File: config.mk
export PLATFORM = sky130hd
export DESIGN_NAME = rlwe_fifo_slot_scheduler_flat
export DESIGN_NICKNAME = d
export VERILOG_FILES = /design/src/rtl/fifo_sched_pkg.sv /design/src/rtl/rlwe_fifo_slot_scheduler_if.sv /design/src/rtl/rr_arb2.sv /design/src/rtl/rlwe_fifo_slot_scheduler.sv /design/src/flat_wrapper.sv
export SDC_FILE = /design/constraint.sdc
export NUM_CORES = 1
export LEC_CHECK = 0
export CORE_ASPECT_RATIO = 1.75
export CORE_MARGIN = 5
export CORE_UTILIZATION = 33
export CTS_CLUSTER_SIZE = 28
export DETAILED_ROUTE_END_ITERATION = 10
export GPL_TIMING_DRIVEN = 1
export PLACE_DENSITY_LB_ADDON = 0.12
export RECOVER_POWER = 50
export SLEW_MARGIN = 25
export SYNTH_ARGS = -nofsm -noshare
export SYNTH_HDL_FRONTEND = slang
export SYNTH_HIERARCHICAL = 1
export SYNTH_SLANG_ARGS = --single-unit
File: constraint.sdc
create_clock -name clk -period 2.4 [get_ports clk]
set_input_delay 0.36 -clock clk [delete_from_list [all_inputs] [get_ports clk]]
set_output_delay 0.36 -clock clk [all_outputs]
set_load 0.05 [all_outputs]
File: src/rtl/fifo_sched_pkg.sv
// Shared constants, channel state type and mode helper for the RLWE input-FIFO slot scheduler.
package fifo_sched_pkg;

   // Requester bit positions: write channel {acc, DMA}, read channel {DMA, iNTT}
   localparam int REQ_DMA    = 0;
   localparam int REQ_ACC    = 1;
   localparam int REQ_INTT   = 0;
   localparam int REQ_DMA_RD = 1;

   localparam logic MODE_BOOT = 1'b0;
   localparam logic MODE_SUBS = 1'b1;

   typedef enum logic {
      CH_IDLE  = 1'b0,
      CH_GRANT = 1'b1
   } ch_state_t;

   // In RLWESUBS/RGSW mode only requester 0 (DMA write, iNTT read) may be served
   function automatic logic [1:0] mode_mask(input logic mode, input logic [1:0] req);
      logic [1:0] masked;
      if (mode == MODE_SUBS) begin
         masked = req & 2'b01;
      end else begin
         masked = req;
      end
      return masked;
   endfunction

endpackage

File: src/rtl/rlwe_fifo_slot_scheduler_if.sv
// Handshake/status bundle between the slot scheduler and its clients (top control, DMA, iNTT, acc).
interface rlwe_fifo_slot_scheduler_if #(
   parameter int PW = 2
);
   logic          mode_sel;
   logic          mode_act;
   logic [1:0]    wr_req;
   logic [1:0]    wr_done;
   logic [1:0]    wr_gnt;
   logic [PW-1:0] wr_slot;
   logic [1:0]    rd_req;
   logic [1:0]    rd_done;
   logic [1:0]    rd_gnt;
   logic [PW-1:0] rd_slot;
   logic [PW:0]   count;
   logic          empty;
   logic          full;
   logic          busy;
   logic          err;

   modport master (
      output mode_sel, wr_req, wr_done, rd_req, rd_done,
      input  mode_act, wr_gnt, wr_slot, rd_gnt, rd_slot, count, empty, full, busy, err
   );

   modport slave (
      input  mode_sel, wr_req, wr_done, rd_req, rd_done,
      output mode_act, wr_gnt, wr_slot, rd_gnt, rd_slot, count, empty, full, busy, err
   );
endinterface

File: src/rtl/rr_arb2.sv
// Two-requester round-robin arbiter; the last tie winner loses the next tie.
module rr_arb2 #(
   parameter int FIRST_WIN = 0
) (
   input  logic       clk,
   input  logic       rstn,
   input  logic       en,
   input  logic [1:0] req,
   output logic [1:0] gnt
);

   // Seed the history so FIRST_WIN takes the first tie after reset
   localparam logic LAST_RST = (FIRST_WIN == 0) ? 1'b1 : 1'b0;

   logic last_q;
   logic last_d;

   // Combinational grant selection
   always_comb begin
      gnt = 2'b00;
      case (req)
         2'b01:   gnt = 2'b01;
         2'b10:   gnt = 2'b10;
         2'b11:   gnt = last_q ? 2'b01 : 2'b10;
         default: gnt = 2'b00;
      endcase
   end

   // History only moves on a contested grant that is actually issued
   always_comb begin
      last_d = last_q;
      if (en && (req == 2'b11)) begin
         last_d = gnt[1];
      end else begin
         last_d = last_q;
      end
   end

   // Last-winner register
   always_ff @(posedge clk) begin
      if (!rstn) begin
         last_q <= LAST_RST;
      end else begin
         last_q <= last_d;
      end
   end

endmodule

File: src/rtl/rlwe_fifo_slot_scheduler.sv
// Slot scheduler for the RLWE poly a/b FIFO pair: one write and one read grant,
// shared slot pointers, occupancy flags, deferred mode switch and sticky protocol error.
module rlwe_fifo_slot_scheduler
   import fifo_sched_pkg::*;
#(
   parameter int POINTER_WIDTH = 2
) (
   input  logic                         clk,
   input  logic                         rstn,
   rlwe_fifo_slot_scheduler_if.slave    bus
);

   localparam int          PW           = POINTER_WIDTH;
   localparam int          BUFFER_DEPTH = 2 ** PW;
   localparam logic [PW:0] DEPTH_V      = (PW + 1)'(BUFFER_DEPTH);
   localparam logic [PW:0] ZERO_V       = '0;
   localparam logic [PW:0] ONE_V        = (PW + 1)'(1);

   ch_state_t   wr_state_q, wr_state_d;
   ch_state_t   rd_state_q, rd_state_d;
   logic [1:0]  wr_gnt_q, wr_gnt_d;
   logic [1:0]  rd_gnt_q, rd_gnt_d;
   logic [PW:0] wr_ptr_q, wr_ptr_d;
   logic [PW:0] rd_ptr_q, rd_ptr_d;
   logic [PW:0] count_q, count_d;
   logic        empty_q, empty_d;
   logic        full_q, full_d;
   logic        busy_q, busy_d;
   logic        err_q, err_d;
   logic        mode_act_q, mode_act_d;

   logic [1:0]  wr_elig, rd_elig;
   logic [1:0]  wr_arb_gnt, rd_arb_gnt;
   logic        wr_issue, rd_issue;
   logic        wr_done_ok, rd_done_ok;
   logic        wr_done_bad, rd_done_bad;

   // Eligibility, issue decisions and done qualification from registered state only
   always_comb begin
      wr_elig     = mode_mask(mode_act_q, bus.wr_req);
      rd_elig     = mode_mask(mode_act_q, bus.rd_req);
      wr_issue    = (wr_state_q == CH_IDLE) && !full_q  && (wr_elig != 2'b00);
      rd_issue    = (rd_state_q == CH_IDLE) && !empty_q && (rd_elig != 2'b00);
      wr_done_ok  = (wr_state_q == CH_GRANT) && (bus.wr_done == wr_gnt_q);
      rd_done_ok  = (rd_state_q == CH_GRANT) && (bus.rd_done == rd_gnt_q);
      wr_done_bad = (bus.wr_done != 2'b00) && !wr_done_ok;
      rd_done_bad = (bus.rd_done != 2'b00) && !rd_done_ok;
   end

   rr_arb2 #(.FIRST_WIN(REQ_ACC)) u_wr_arb (
      .clk  (clk),
      .rstn (rstn),
      .en   (wr_issue),
      .req  (wr_elig),
      .gnt  (wr_arb_gnt)
   );

   rr_arb2 #(.FIRST_WIN(REQ_INTT)) u_rd_arb (
      .clk  (clk),
      .rstn (rstn),
      .en   (rd_issue),
      .req  (rd_elig),
      .gnt  (rd_arb_gnt)
   );

   // Write channel FSM
   always_comb begin
      wr_state_d = wr_state_q;
      wr_gnt_d   = wr_gnt_q;
      case (wr_state_q)
         CH_IDLE: begin
            if (wr_issue) begin
               wr_state_d = CH_GRANT;
               wr_gnt_d   = wr_arb_gnt;
            end else begin
               wr_state_d = CH_IDLE;
               wr_gnt_d   = 2'b00;
            end
         end
         CH_GRANT: begin
            if (wr_done_ok) begin
               wr_state_d = CH_IDLE;
               wr_gnt_d   = 2'b00;
            end else begin
               wr_state_d = CH_GRANT;
               wr_gnt_d   = wr_gnt_q;
            end
         end
         default: begin
            wr_state_d = CH_IDLE;
            wr_gnt_d   = 2'b00;
         end
      endcase
   end

   // Read channel FSM
   always_comb begin
      rd_state_d = rd_state_q;
      rd_gnt_d   = rd_gnt_q;
      case (rd_state_q)
         CH_IDLE: begin
            if (rd_issue) begin
               rd_state_d = CH_GRANT;
               rd_gnt_d   = rd_arb_gnt;
            end else begin
               rd_state_d = CH_IDLE;
               rd_gnt_d   = 2'b00;
            end
         end
         CH_GRANT: begin
            if (rd_done_ok) begin
               rd_state_d = CH_IDLE;
               rd_gnt_d   = 2'b00;
            end else begin
               rd_state_d = CH_GRANT;
               rd_gnt_d   = rd_gnt_q;
            end
         end
         default: begin
            rd_state_d = CH_IDLE;
            rd_gnt_d   = 2'b00;
         end
      endcase
   end

   // Pointers, occupancy flags, error and mode hand-over
   always_comb begin
      wr_ptr_d   = wr_ptr_q;
      rd_ptr_d   = rd_ptr_q;
      mode_act_d = mode_act_q;
      if (wr_done_ok) begin
         wr_ptr_d = wr_ptr_q + ONE_V;
      end else begin
         wr_ptr_d = wr_ptr_q;
      end
      if (rd_done_ok) begin
         rd_ptr_d = rd_ptr_q + ONE_V;
      end else begin
         rd_ptr_d = rd_ptr_q;
      end
      count_d = wr_ptr_d - rd_ptr_d;
      empty_d = (count_d == ZERO_V);
      full_d  = (count_d == DEPTH_V);
      busy_d  = (wr_gnt_d != 2'b00) || (rd_gnt_d != 2'b00);
      err_d   = err_q || wr_done_bad || rd_done_bad;
      // A new mode only lands on a fully quiet cycle so no grant sees a mode flip mid-flight
      if ((wr_state_q == CH_IDLE) && (rd_state_q == CH_IDLE) && !wr_issue && !rd_issue) begin
         mode_act_d = bus.mode_sel;
      end else begin
         mode_act_d = mode_act_q;
      end
   end

   // State registers
   always_ff @(posedge clk) begin
      if (!rstn) begin
         wr_state_q <= CH_IDLE;
         rd_state_q <= CH_IDLE;
         wr_gnt_q   <= 2'b00;
         rd_gnt_q   <= 2'b00;
         wr_ptr_q   <= ZERO_V;
         rd_ptr_q   <= ZERO_V;
         count_q    <= ZERO_V;
         empty_q    <= 1'b1;
         full_q     <= 1'b0;
         busy_q     <= 1'b0;
         err_q      <= 1'b0;
         mode_act_q <= bus.mode_sel;
      end else begin
         wr_state_q <= wr_state_d;
         rd_state_q <= rd_state_d;
         wr_gnt_q   <= wr_gnt_d;
         rd_gnt_q   <= rd_gnt_d;
         wr_ptr_q   <= wr_ptr_d;
         rd_ptr_q   <= rd_ptr_d;
         count_q    <= count_d;
         empty_q    <= empty_d;
         full_q     <= full_d;
         busy_q     <= busy_d;
         err_q      <= err_d;
         mode_act_q <= mode_act_d;
      end
   end

   assign bus.mode_act = mode_act_q;
   assign bus.wr_gnt   = wr_gnt_q;
   assign bus.rd_gnt   = rd_gnt_q;
   assign bus.wr_slot  = wr_ptr_q[PW-1:0];
   assign bus.rd_slot  = rd_ptr_q[PW-1:0];
   assign bus.count    = count_q;
   assign bus.empty    = empty_q;
   assign bus.full     = full_q;
   assign bus.busy     = busy_q;
   assign bus.err      = err_q;

endmodule

File: src/flat_wrapper.sv
// flat-port wrapper written by rule: the top's interface ports become plain ports
module rlwe_fifo_slot_scheduler_flat import fifo_sched_pkg::*;
#(
   parameter int POINTER_WIDTH = 2
)
  (clk, rstn, bus_mode_sel, bus_wr_req, bus_wr_done, bus_rd_req, bus_rd_done, bus_mode_act, bus_wr_gnt, bus_wr_slot, bus_rd_gnt, bus_rd_slot, bus_count, bus_empty, bus_full, bus_busy, bus_err);
  rlwe_fifo_slot_scheduler_if #(.PW(2)) bus_i ();
  input  logic clk;
  input  logic rstn;
  input wire logic [$bits(bus_i.mode_sel)-1:0] bus_mode_sel;
  input wire logic [$bits(bus_i.wr_req)-1:0] bus_wr_req;
  input wire logic [$bits(bus_i.wr_done)-1:0] bus_wr_done;
  input wire logic [$bits(bus_i.rd_req)-1:0] bus_rd_req;
  input wire logic [$bits(bus_i.rd_done)-1:0] bus_rd_done;
  output wire logic [$bits(bus_i.mode_act)-1:0] bus_mode_act;
  output wire logic [$bits(bus_i.wr_gnt)-1:0] bus_wr_gnt;
  output wire logic [$bits(bus_i.wr_slot)-1:0] bus_wr_slot;
  output wire logic [$bits(bus_i.rd_gnt)-1:0] bus_rd_gnt;
  output wire logic [$bits(bus_i.rd_slot)-1:0] bus_rd_slot;
  output wire logic [$bits(bus_i.count)-1:0] bus_count;
  output wire logic [$bits(bus_i.empty)-1:0] bus_empty;
  output wire logic [$bits(bus_i.full)-1:0] bus_full;
  output wire logic [$bits(bus_i.busy)-1:0] bus_busy;
  output wire logic [$bits(bus_i.err)-1:0] bus_err;
  assign bus_i.mode_sel = bus_mode_sel;
  assign bus_i.wr_req = bus_wr_req;
  assign bus_i.wr_done = bus_wr_done;
  assign bus_i.rd_req = bus_rd_req;
  assign bus_i.rd_done = bus_rd_done;
  assign bus_mode_act = bus_i.mode_act;
  assign bus_wr_gnt = bus_i.wr_gnt;
  assign bus_wr_slot = bus_i.wr_slot;
  assign bus_rd_gnt = bus_i.rd_gnt;
  assign bus_rd_slot = bus_i.rd_slot;
  assign bus_count = bus_i.count;
  assign bus_empty = bus_i.empty;
  assign bus_full = bus_i.full;
  assign bus_busy = bus_i.busy;
  assign bus_err = bus_i.err;
  rlwe_fifo_slot_scheduler #(.POINTER_WIDTH(POINTER_WIDTH)) u_core (.clk(clk), .rstn(rstn), .bus(bus_i));
endmodule
# After elaboration in Yosys (flattened, before gate mapping)
# Index checks and enable logic that the tools add are counted.
# totals
register_bits	22
in_bits	11
out_inout_bits	16
word_cells	80
# classes
addsub	3
n_eq_ne	10
mux	22
bitwise_logic	2
reduce_logical	29
# op_table
op	count
$mux W2	8
$logic_and A1 B1 Y1	13
$pmux W2 S3	2
$reduce_bool A2 Y1	6
$eq A2 B2 Y1 const B	4
$pmux W2 S2	2
$add A3 B1 Y3 const B	2
$logic_not A1 Y1	6
$mux W1	6
$mux W3	2
$eq A2 B1 Y1 const B	2
$eq A2 B2 Y1	2
$pmux W1 S2	2
$eq A3 B3 Y1 const B	1
$logic_not A3 Y1	1
$logic_or A1 B1 Y1	3
$sub A3 B3 Y3	1
$ne A2 B1 Y1 const B	1
$not A1 Y1	2

# Longest topological paths before layout
# Gate-level depths: netlist (run 1).
# logic_depth
ltp_word	8
depth_mapped	9
mapped_depth_nobuf	9

# Cells and area by module
# The synthesis (run 1) kept the hierarchy.
# by_module_without_submodules
module	n_inst	cells_per_inst	area_per_inst_um2	seq_area_each_um2
rlwe_fifo_slot_scheduler	1	91	902.1	410.4
rr_arb2 at u_core.u_wr_arb	1	8	63.8	20.0
rr_arb2 at u_core.u_rd_arb	1	7	62.6	20.0

# Worst setup path before layout (run 1)
# No wires, ideal clock.
# synth_path
kind	reg2reg
from	register u_core.wr_gnt_q[0], in the netlist u_core/bus.wr_gnt[0]
to	register u_core.count_q[2], in the netlist u_core/bus.count[2]
setup_time_ns	0.115
t_arrival_ns	2.390
required_ns	2.285
slack_ns	-0.105
path_stages_with_launch	8
n_path_buf	0
period_less_slack_ns	2.505
cell_sequence	dfxtp_1 -> xor2_1 -> nor2_1 -> nand2_1 -> mux2_2 -> fa_1 -> xnor3_1 -> and2_1
# synth_between
elab_chain_len	4
# synth_lines
item	line	rtl
from (decl)	rlwe_fifo_slot_scheduler.sv:21	logic [1:0] wr_gnt_q, wr_gnt_d;
from (signal assigned)	rlwe_fifo_slot_scheduler.sv:172	wr_gnt_q <= wr_gnt_d;
$eq A2 B2 Y1	rlwe_fifo_slot_scheduler.sv:44	wr_done_ok = (wr_state_q == CH_GRANT) && (bus.wr_done == wr_gnt_q);
$logic_and A1 B1 Y1	rlwe_fifo_slot_scheduler.sv:44	
$mux W3	rlwe_fifo_slot_scheduler.sv:131	if (wr_done_ok) begin
named net u_core.wr_ptr_d[1]	rlwe_fifo_slot_scheduler.sv:23	logic [PW:0] wr_ptr_q, wr_ptr_d;
$sub A3 B3 Y3	rlwe_fifo_slot_scheduler.sv:141	count_d = wr_ptr_d - rd_ptr_d;
to (signal assigned)	rlwe_fifo_slot_scheduler.sv:176	count_q <= count_d;
to (decl)	rlwe_fifo_slot_scheduler.sv:25	logic [PW:0] count_q, count_d;
# The timed path passes the listed nets, and every way through them passes these cells.
# A chain may end at the register's enable or synchronous reset.

# Worst setup path after layout (run 1)
# layout_path
from	input port bus_rd_done[1]
to	register u_core.full_q, in the netlist u_core/bus.full
# layout_between
elab_chain_len	5
# layout_lines
item	line	rtl
from (decl)	flat_wrapper.sv:14	input wire logic [$bits(bus_i.rd_done)-1:0] bus_rd_done;
$eq A2 B2 Y1	rlwe_fifo_slot_scheduler.sv:45	rd_done_ok = (rd_state_q == CH_GRANT) && (bus.rd_done == rd_gnt_q);
$logic_and A1 B1 Y1	rlwe_fifo_slot_scheduler.sv:45	
$mux W3	rlwe_fifo_slot_scheduler.sv:136	if (rd_done_ok) begin
$sub A3 B3 Y3	rlwe_fifo_slot_scheduler.sv:141	
$eq A3 B3 Y1	rlwe_fifo_slot_scheduler.sv:143	full_d = (count_d == DEPTH_V);
to (signal assigned)	rlwe_fifo_slot_scheduler.sv:178	full_q <= full_d;
to (decl)	rlwe_fifo_slot_scheduler.sv:27	logic full_q, full_d;
# Every way passes these cells.

==> results of run 1 <==
==> power groups by stage <==
stage	clock network (uW)	registers, uW	logic [uW]
floorplan	0	459	76.1
global placement	0	414	210
detailed placement	0	414	211
CTS	239	405	218
global route	256	408	235
finish	229	405	216
==> through the flow <==
stage                     power (uW)  worst slack [ns]  instances  util (%)
after global placement           624            -0.316        181      47.4
after detailed placement         624            -0.377        181      47.4
after floorplan                  535            0.0709        106         -
after global routing             899            0.0197        187      50.0
final                            850            0.0867        187      50.0
after CTS                        862            0.0571        187      49.7
==> routing by layer <==
| layer | part of all wire, % | wire [um] | GRT usage, % | vias to the layer above |
|---|---|---|---|---|
| met3 | 5.7 | 132 | 3.04 | 2 |
| met4 | 1.2 | 27 | 5.58 | 0 |
| li1 | - | - | - | 436 |
| met1 | 41 | 962 | 14.4 | 384 |
| met2 | 52 | 1200 | 19.7 | 16 |
| met5 | 0 | 0 | 0 | - |
==> placed cells by master, fill, tap and decap left out, drive strengths merged <==
cell type       n
dlygate4sd3     7
o31a            1
mux2i           2
buf            12
o41ai           1
edfxtp          1
xor2            5
fa              1
xnor2           3
ha              3
dfxtp          21
nor2b           5
nor2           16
nor3b           1
and4            1
nand2           5
a31oi           1
a41oi           1
nand2b          2
o21ai           6
o21a            2
inv             4
clkdlybuf4s50  19
mux2            1
a22oi           4
nor3            4
xnor3           1
nand3           1
and2            4
clkbuf          6
a21boi          4
==> repair_timing <==
| action | in CTS | in global routing |
|---|---|---|
| gates resized for setup | 1 | 3 |
| setup buffers | 2 | 0 |
| hold endpoints to repair | 0 | 0 |
| setup endpoints to repair | 3 | 2 |
| pin swaps | 3 | 1 |
==> area by class of cell <==
cell class | count | area (sq um)
Timing Repair Buffer | 40 | 362
Multi-Input combinational cell | 75 | 551
Fill cell | 291 | 1480
Sequential cell | 22 | 455
Tap cell | 42 | 52.6
Inverter | 4 | 15.0
Clock buffer | 4 | 45.0
==> state kept, by name, summed over array words and instances (netlist names) <==
name                    count
u_core/wr_state_q           1
u_core/bus.rd_gnt           2
u_core/rd_ptr_q             3
u_core/u_rd_arb/last_q      1
u_core/bus.busy             1
u_core/rd_state_q           1
u_core/bus.empty            1
u_core/bus.full             1
u_core/bus.count            3
u_core/bus.mode_act         1
u_core/u_wr_arb/last_q      1
u_core/bus.err              1
u_core/bus.wr_gnt           2
u_core/wr_ptr_q             3
==> kinds of logic (layout without fill, tap and decap cells) <==
| logic type | after synthesis | in the layout |
|---|---|---|
| AOI/OAI and AO/OA | 20 | 20 |
| xor gates and xnor gates | 9 | 9 |
| adders and majority gates | 4 | 4 |
| buffers and inverters | 9 | 48 |
| DFF | 22 | 22 |
| muxes | 3 | 3 |
| and+or+nand+nor | 39 | 39 |
==> critical path, stage by stage <==
cell and delay [ns]:
clkdlybuf4s50_1 0.47, xor2_2 0.17, nor2_1 0.14, nand2_1 0.12, buf_4 0.16, mux2i_1 0.11
buf_4 0.14, fa_1 0.39, xnor3_1 0.22, nor3b_2 0.17
==> worst paths after layout <==
kind	to	slack [ns]
min reg2reg	u_core/bus.err	0.49
max reg2reg	u_core/bus.full	0.30
min	u_core/bus.err	0.49
max	u_core/bus.full	0.09
==> results summary, run 1 <==
The internal power component is 602 uW. The synthesized-area fraction occupied by ao, oa, aoi and oai cells is 13.7%. The overflow left after global routing is 0. After routing the design area is 1480 sq um. TritonCTS built the clock tree.

The cell area that synthesis handed to floorplanning was 1030 sq um. The sequential fraction of design power came out at 47.7%. The count of TritonRoute iterations in the first routing pass is 2. The number of synthesized flops with an enable pin is 1. In the synthesized netlist, the number of instances is 106. The share of layout cells above drive strength 1 came out at 18.6%. The setup TNS after final layout is 0 ns. By area the synthesized netlist is led by dfxtp_1, nor2_1, xor2_1. The start point of the critical path is bus_rd_done[1].

The quantity of hold-fixing buffers added after cts is 0. The final-layout worst hold slack came out at 0.485 ns. The total detailed-routing wirelength came out at 2320 um. The worst hold path begins at u_core/bus.err. Clock latency on the worst-skew pair, taken at its later pin, is 0.26 ns.

The die area came out at 4380 sq um. The maximum clock frequency is 432 MHz. The iteration-0 DRC count of the detailed router is 5. The worst setup path is launched from an input port. During I/O placement, the number of pins put on the boundary was 27. The CTS buffer count came out at 3. The total clock sinks is 22. The synthesized-area fraction occupied by and/or/nand/nor cells came out at 19.3%. The final count of pins violating max slew is 0. The dominant cell type by area after synthesis is dfxtp_1. At the pin with the least slew margin, the transition time is 0.512 ns. The main combinational cell family by area after synthesis is simple AND/OR/NAND/NOR gates. The H-tree depth came out at 1. The wire length per cell after detailed routing came out at 12.4 um.

The horizontal die dimension came out at 52.2 um. Setup repair after global routing left no endpoint under its margin. The number of max-cap violations came out at 0.

The core footprint is 2960 sq um. The final setup violation count is 0. The total of flip-flops plus latches after synthesis is 22. In the routed layout, each cell is associated on average with a via count of 4.48.

In this run the static leakage power is 0.000623 uW. The post-route fraction of the period consumed by the critical path is 96.4%. The average cell area after synthesis came out at 9.70 sq um. The required time at the endpoint of the critical path is 2.53 ns.

The final hold violation count was 0. The HPWL after detailed placement came out at 1810 um. The switching share of power is 29.1%. The count of antenna-violating nets left after detailed routing came out at 0.

The post-layout net count came out at 161. The combinational share of power came out at 25.4%. Buffers placed on the I/O ports in this run total 26. The die extent in y is 83.9 um.

The first-pass GRT wire length came out at 4030 um. The max-slew headroom at the worst pin is 65.8%. The total routing resource utilization after global routing came out at 12.1%.

The number of nets in the synthesized netlist is 121. The multiplexer fraction of the synthesized cell area is 3.04%. The worst reg2reg path startpoint is u_core/bus.rd_gnt[1]. The fraction of synthesized cell area taken by the top area cell type came out at 40.9%. The number of cells on the worst reg-to-reg path came out at 9.

The area growth from synthesis to layout is 43.9%. The number of diodes is 0. The maximum clock skew at final layout came out at 0.00300 ns. The arrival time at the worst endpoint is 2.45 ns.

The Yosys step of the flow raised 6 warnings. Summing over every cut layer, the via total after detailed routing is 838. The power dissipated by switching net loads is 248 uW. The register area share after synthesis came out at 43.8%.

The min-delay analysis places its worst path in the category reg2reg. The number of distinct library cells after synthesis is 33. The clock network power share came out at 27.0%. The number of buffers on the longest clock path is 2. After floorplanning, the core was divided into 26 placement rows. STA classifies the critical path endpoint as a flip-flop.

The placed instance area came out at 1400 sq um. The number of cells traversed by the worst hold path is 1. Routability-driven placement finished with a final weighted congestion of 0.738.

The remaining design rule violation count came out at 0. Along the worst path, the maximum fanout reaches 3. The areal power density over the cells came out at 574 nW/um^2. For this configuration, the core starts out at a cell density of 34.7%. The initial antenna violation count is 0. The critical path in this run is classified as in2reg. The xor and xnor area share after synthesis came out at 9.73%.

The maximum number of pins on one net before global-route repair is 13. The post-synthesis share of cell area spent on full adders, half adders and majority gates came out at 5.60%. The flow ran to the end, and the final reports show no timing, DRC or antenna violations. The clock period minus worst slack came out at 2.31 ns. The share of synthesized flip-flops with an asynchronous set or reset is 0%.

The most used flip-flop cell after synthesis is dfxtp_1. The tree is rooted in a clkbuf_8. The most frequent cell after synthesis is dfxtp_1. The maximum VDD drop is 0.370 mV.

Sorting the synthesized cells by how often they occur yields dfxtp_1, nor2_1, nand2_1, nor2b_1, xor2_1. The number of global-route vias before repair came out at 886. The clock edge transition at the registers on the reported setup and hold paths is 0.07 ns.
(Power assumes the default switching activity.)
==> inputs of run 2 (changes only) <==
--- a/config.mk
+++ b/config.mk
@@ -5,6 +5,7 @@
 export SDC_FILE = /design/constraint.sdc
 export NUM_CORES = 1
 export LEC_CHECK = 0
+export ABC_AREA = 1
 export CORE_ASPECT_RATIO = 1.75
 export CORE_MARGIN = 5
 export CORE_UTILIZATION = 33
==> constraint.sdc (replaced) <==
create_clock -name clk -period 2.4 [get_ports clk]
set_input_delay 0.36 -clock clk [delete_from_list [all_inputs] [get_ports clk]]
set_output_delay 0.36 -clock clk [all_outputs]
set_load 0.02 [all_outputs]
==> results summary, run 2 <==
The run finished with clean final reports. STA classifies the critical path endpoint as a flip-flop. The total clock sinks is 22 (unchanged). The critical path is of the in2reg type. The total setup buffers inserted after CTS is 0 (-2). The share of the core filled with cells was 43.9% (-6.1 points). The required time at the endpoint of the critical path was 2.60 ns (+0.07 ns). The library cells used most frequently in the layout, excluding fill and tap cells, are inv_1, nand2_1, dfxtp_1. The switching share of power came out at 30.5% (+1.3 points). The maximum VDD drop came out at 0.373 mV (+0.84%). The post-synthesis instance area is 1210 sq um (+18%).

The number of distinct library cells after synthesis is 30 (-9.1%). The iteration-0 DRC count of the detailed router is 24 (+19). The path class of the tightest hold or removal check is reg2reg. The final hold violation count came out at 0 (unchanged). The number of nets in the synthesized netlist is 179 (+48%). The horizontal die dimension came to 55.8 um (+6.9%).

The initial antenna violation count came out at 0 (unchanged). The areal power density over the cells was 561 nW/um^2 (-2.4%). The total routing resource utilization after global routing is 11.0% (-1.1 points). The count of antenna-violating nets left after detailed routing is 0 (unchanged). The die area is 5030 sq um (+15%).

The fraction of synthesized cell area taken by the top area cell type came out at 34.7% (-6.2 points). Setup repair after global routing left no endpoint under its margin. The final setup violation count is 0 (unchanged). The power dissipated by switching net loads is 270 uW (+8.9%). The leakage power came out at 0.000754 uW (+21%). The number of global-route vias before repair was 1,094 (+23%).

The final-layout worst hold slack is 0.486 ns (+0.000963 ns). By count the netlist is led by inv_1, nand2_1, dfxtp_1. The total number of vias came out at 1,072 (+28%). The tree is rooted in a clkbuf_8. TritonCTS built the clock tree. The core footprint came out at 3590 sq um (+21%). The clock network power share was 27.3% (+0.3 points).

The max-slew headroom at the worst pin is 67.3% (+1.6 points). The H-tree depth came out at 1 (unchanged). The share of synthesized flip-flops with an asynchronous set or reset was 0% (unchanged).

The post-layout net count came to 210 (+30%). The count of warnings emitted by yosys came out at 6 (unchanged). The number of top-level design ports came out at 27 (unchanged). The sum of buffers and inverters on the critical path was 5 (+2). The sequential fraction of design power came to 47.0% (-0.7 points). The starting utilization of the core area is 33.7% (-1.0 points). The count of TritonRoute iterations in the first routing pass came out at 4 (+2). The launching element type of the critical path is an input port.

The combinational share of power came out at 25.8% (+0.4 points). The slowest stage of the critical path is the clkdlybuf4s50_1 cell. The post-route fraction of the period consumed by the critical path came to 95.0% (-1.4 points). The total of flip-flops plus latches after synthesis came out at 22 (unchanged). Traced cell by cell, the critical path runs through clkdlybuf4s50_1 > inv_2 > nand2_2 > nand3_1 > nor2_4 > xnor2_1 > inv_1 > ha_1 > inv_1 > fa_1 > nor2_1 > inv_1 > nor2_2. The number of buffer cells added on primary ports is 26 (unchanged).

The pre-CTS setup slack is -0.142 ns (+0.235 ns). The mean number of vias per cell was 4.47 (-0.33%). The placed instance area is 1530 sq um (+9.3%).

The library cell used most frequently in the layout, excluding fill and tap cells, is inv_1. The most common cell in the synthesized netlist is inv_1. The maximum clock frequency is 439 MHz (+1.5%). The setup slack after layout came out at 0.121 ns (+0.0339 ns). The clock edge transition at the registers on the reported setup and hold paths is 0.08 ns (about the same). The number of gates resized after cts is 0 (-1). The dominant cell type by area after synthesis is dfxtp_1. The wire length per cell after detailed routing came out at 11.1 um (-10%). The number of diodes is 0 (unchanged). The quantity of hold-fixing buffers added after cts came out at 0 (unchanged). The CTS buffer count was 3 (unchanged). The routability-driven placement congestion ratio came out at 0.771 (+4.4%). The cell area after layout is 1580 sq um (+6.6%). The clock period minus worst slack is 2.28 ns (-0.0339 ns).

The register area share after synthesis is 37.2% (-6.6 points). The insertion delay of the later-clocked pin in the worst-skew pair is 0.26 ns (about the same). Ranked by total cell area, the synthesized netlist is headed by dfxtp_1, inv_1, nand2_1. The standard-cell row count came to 29 (+12%). The number of standard cells after synthesis came to 164 (+55%). The number of max-cap violations is 0 (unchanged). The share of layout cells above drive strength 1 came out at 14.9% (-3.7 points).

The internal power component was 615 uW (+2.1%). The overflow left after global routing is 0 (unchanged). The arrival time at the worst endpoint came out at 2.48 ns (+0.03 ns). The peak per-stage delay on the critical path came out at 0.51 ns (+0.04 ns). The total detailed-routing wirelength is 2670 um (+15%).

The cell occurring most often along the worst timing path is inv_1. The transition time of the tightest slew-check pin was 0.489 ns (-0.0223 ns). The average cell area after synthesis came out at 7.39 sq um (-24%). The final count of pins violating max slew came out at 0 (unchanged). The maximum number of pins on one net before global-route repair is 15 (+2). The remaining design rule violation count came out at 0 (unchanged). The maximum clock skew at final layout is 0.00681 ns (+0.00381 ns). For this run, the leading register cell type out of synthesis is dfxtp_1. The layout overhead on the synthesized area came out at 30.3%. The HPWL after detailed placement is 2140 um (+18%). The first-pass GRT wire length is 4510 um (+12%). The peak fanout along the critical path is 3 (unchanged). The number of synthesized flops with an enable pin came out at 1 (unchanged). The die extent in y came out at 90.1 um (+7.5%). The kind of cell adding the most delay to the critical path is buffers and inverters. The number of buffers on the longest clock path came out at 2 (unchanged).
-- run 2: changes by cell type in the layout (fill, tap and decap cells not counted), moves of 5 or more --
cell / before / now
a21oi_1: 0 / 5
nand2_2: 0 / 9
nor2b_1: 5 / 0
nand3_1: 1 / 7
buf_4: 12 / 5
nand2_1: 5 / 23
inv_1: 4 / 38
-- run 2: per-stage QoR --
| stage | std cells | TNS [ns] | power, uW |
|---|---|---|---|
| 3_3_place_gp | 236 | -0.238 | 656 |
| 6_report | 240 | 0 | 885 |
| 2_1_floorplan | 164 | 0 | 564 |
| 4_1_cts | 240 | 0 | 905 |
| 5_1_grt | 240 | 0 | 943 |
| 3_5_place_dp | 236 | -0.269 | 659 |
-- run 2: per-layer routing --
layer  GRT usage [%]  up-vias  share of wire (%)
met5               0        -                  0
met4            6.09        0                2.4
met3            2.29        6                4.2
met2            20.1       28                 52
met1            11.4      483                 42
li1                -      555                  -
-- run 2: cells by family after synthesis --
| family | Yosys count | share of synthesized area [%] |
|---|---|---|
| xor+xnor | 4 | 3.51 |
| mux | 1 | 0.826 |
| fa+ha+maj | 4 | 4.75 |
| flops | 22 | 37.2 |
| simple gates | 68 | 28.7 |
| buf+inv | 45 | 15.2 |
| compound gates | 20 | 9.81 |
-- run 2: power groups by stage --
stage	logic (uW)	clock network [uW]	registers, uW
finish	228	241	415
global route	254	269	420
CTS	235	253	417
detailed placement	233	0	426
global placement	232	0	425
floorplan	121	0	443
-- run 2: final cells by class --
class / count / area, sq um
fillers: 374 / 2010
multi-input cells: 97 / 577
flip-flops and latches: 22 / 450
repair buffers: 31 / 298
inverters: 40 / 150
well taps: 46 / 57.6
clock buffers: 4 / 45.0
-- run 2: path summary, 6_finish.rpt --
check	from	cells past startpoint	slack (ns)	to
worst max-delay path	bus_rd_done[1]	13	0.12	u_core/bus.full
worst min-delay path	u_core/bus.err	2	0.49	u_core/bus.err
worst max register to register	u_core/bus.rd_gnt[0]	12	0.35	u_core/bus.full
worst min register to register	u_core/bus.err	2	0.49	u_core/bus.err
-- run 2: worst register-to-register path: cells and delay by family (launching register included) --
family	cells	cell delay, ns
and+or+nand+nor	5	0.60
DFF	1	0.36
buffers and inverters	4	0.27
xor gates and xnor gates	1	0.15
adders and majority gates	2	0.60
==> inputs of run 3 (changes only) <==
==> constraint.sdc (replaced) <==
create_clock -name clk -period 2.4 [get_ports clk]
set_input_delay 0.36 -clock clk [delete_from_list [all_inputs] [get_ports clk]]
set_output_delay 0.36 -clock clk [all_outputs]
set_load 0.005 [all_outputs]
==> results summary, run 3 (same netlist as run 2, synthesis figures left out) <==
The worst setup path is captured at a flip-flop. The end of the worst hold path is u_core/bus.err. The total routing resource utilization after global routing was 11.0% (unchanged). The peak per-stage delay on the critical path came to 0.51 ns (about the same). The horizontal die dimension came out at 55.8 um (unchanged). The number of global-route vias before repair is 1,094 (unchanged). The CTS buffer count came out at 3 (unchanged).

The number of gates resized after cts is 0 (unchanged). The number of top-level design ports came to 27 (unchanged). The overflow left after global routing came to 0 (unchanged).

The endpoint identified for the worst register-to-register timing path is u_core/bus.full. The placed instance area came out at 1530 sq um (unchanged). The total clock sinks is 22 (unchanged). The cell area after layout was 1580 sq um (unchanged). The critical path starts at bus_rd_done[1].

The worst-case register-to-register setup slack came out at 0.37 ns (+0.02 ns). The mean number of vias per cell came out at 4.44 (-0.56%). Leaving out fill and tap cells, the most frequent cell in the layout is inv_1. The number of diodes is 0 (unchanged). The tree is rooted in a clkbuf_8. The required time at the endpoint of the critical path is 2.60 ns (about the same). The setup TNS after final layout is 0 ns (unchanged). The starting utilization of the core area came out at 33.7% (unchanged). The cell occurring most often along the worst timing path is inv_1. In the layout the commonest cells are inv_1, nand2_1, dfxtp_1. The sum of buffers and inverters on the critical path came to 5 (unchanged). The slowest stage of the critical path belongs to the cell clkdlybuf4s50_1.

The layout overhead on the synthesized area came to 30.3% (unchanged). The worst setup path is launched from an input port. The max-slew headroom at the worst pin is 67.3% (about the same). The total power draw came to 857 uW (-3.1%). The count of antenna-violating nets left after detailed routing is 0 (unchanged).

The worst setup path category is in2reg. TritonCTS built the clock tree. The standard-cell row count came out at 29 (unchanged).

The arrival time at the worst endpoint came out at 2.47 ns (about the same). The number of buffer cells added on primary ports came out at 26 (unchanged). The maximum clock skew at final layout was 0.00666 ns (-0.000154 ns). The post-route fraction of the period consumed by the critical path is 94.5% (-0.44 points). The number of cells on the worst reg-to-reg path came to 12 (unchanged). The maximum clock frequency is 441 MHz (+0.46%). The share of layout cells above drive strength 1 came out at 14.9% (unchanged).

The startpoint of the worst hold path is u_core/bus.err. The leakage power was 0.000769 uW (+1.9%). The clock edge transition at the registers on the reported setup and hold paths was 0.08 ns (about the same).

The final count of pins violating max slew is 0 (unchanged). The number of buffers on the longest clock path is 2 (unchanged). The maximum VDD drop came out at 0.364 mV (-2.6%). The die extent in y is 90.1 um (unchanged).

The filler cell count in the final layout came out at 374 (unchanged). The iteration-0 DRC count of the detailed router came out at 24 (unchanged). The number of max-cap violations came out at 0 (unchanged).

The quantity of hold-fixing buffers added after cts is 0 (unchanged). The H-tree depth is 1 (unchanged). The transition time of the tightest slew-check pin is 0.490 ns (+0.000499 ns). The number of cells traversed by the worst hold path came out at 2 (unchanged). The pre-CTS setup slack is -0.142 ns (unchanged).

The first-pass GRT wire length came out at 4510 um (unchanged). The routability-driven placement congestion ratio came out at 0.771 (unchanged). The total setup buffers inserted after CTS is 0 (unchanged). Setup repair after global routing left no endpoint under its margin. The total detailed-routing wirelength came out at 2670 um (unchanged).

The core footprint came out at 3590 sq um (unchanged). In this run the critical register-to-register path is launched from u_core/bus.rd_gnt[0]. The final setup violation count is 0 (unchanged).

The areal power density over the cells is 543 nW/um^2 (-3.1%). The insertion delay of the later-clocked pin in the worst-skew pair came out at 0.26 ns (about the same). The share of the core filled with cells came out at 43.9% (unchanged). The type of the worst min-delay path is reg2reg.

The HPWL after detailed placement came out at 2140 um (unchanged). The flow ran to the end, and the final reports show no timing, DRC or antenna violations. Broken down by cell family, the worst path's largest delay share belongs to buffers and inverters. The clock period minus worst slack is 2.27 ns (-0.0105 ns). The setup slack after layout is 0.131 ns (+0.0105 ns).

The count of TritonRoute iterations in the first routing pass came to 4 (unchanged). The remaining design rule violation count came out at 0 (unchanged). The post-layout net count was 210 (unchanged).

The final hold violation count came out at 0 (unchanged). The wire length per cell after detailed routing is 11.1 um (unchanged). The total number of vias came to 1,066 (-0.56%).

The initial antenna violation count is 0 (unchanged). The peak fanout along the critical path was 3 (unchanged). The die area came to 5030 sq um (unchanged). The maximum number of pins on one net before global-route repair is 15 (unchanged). Traced cell by cell, the critical path runs through clkdlybuf4s50_1 > inv_2 > nand2_2 > nand3_1 > nor2_4 > xnor2_1 > inv_1 > ha_1 > inv_1 > fa_1 > nor2_1 > inv_1 > nor2_2.
==> run 3: changes by cell type in the layout (fill, tap and decap cells not counted) <==
cell             previous run  this run
clkdlybuf4s50_1            18        12
dlygate4sd3_1               8        14
o21ai_0                     6         5
o21ai_1                     0         1
==> run 3: routing by layer <==
| layer | GRT usage [%] | up-vias | part of all wire, % |
|---|---|---|---|
| met5 | 0 | - | 0 |
| met4 | 6.09 | 0 | 2.4 |
| met3 | 2.29 | 6 | 4.1 |
| met2 | 20.1 | 25 | 52 |
| met1 | 11.4 | 479 | 42 |
| li1 | - | 556 | - |
==> run 3: through the flow <==
| step | hold slack [ns] | instances |
|---|---|---|
| global placement | 0.462 | 236 |
| detailed placement | 0.463 | 236 |
| CTS | 0.484 | 240 |
| floorplan | 0.429 | 164 |
| global route | 0.531 | 240 |
| finish | 0.481 | 240 |
==> run 3: worst max path at each step <==
stage | end | slack (ns) | depth (start not counted)
finish | u_core/bus.full | 0.13 | 13
global route | u_core/bus.full | 0.02 | 13
detailed placement | u_core/bus.full | -0.14 | 13
CTS | u_core/bus.full | 0.12 | 13
floorplan | u_core/bus.full | 0.55 | 12
global placement | u_core/bus.full | -0.12 | 13
==> run 3: where the power goes <==
group	internal (uW)	leakage [uW]	switching [uW]	total, uW
logic	97.3	0.000565	104	201
registers	396	0.000181	19.1	415
clock network	118	0.0000228	123	241
total	611	0.000769	246	857
==> run 3: layout make-up <==
type | count | area [sq um] | share of cell area, %
clock buffers | 4 | 45.0 | 2.85
inverters | 40 | 150 | 9.52
well taps | 46 | 57.6 | 3.65
repair buffers | 31 | 298 | 18.9
multi-input cells | 97 | 577 | 36.6
flip-flops and latches | 22 | 450 | 28.5
==> run 3: worst min-delay path, cell delays in order, from the launching register on <==
cell     delay, ns
dfxtp_1       0.33
o21ai_0       0.08
inv_1         0.04
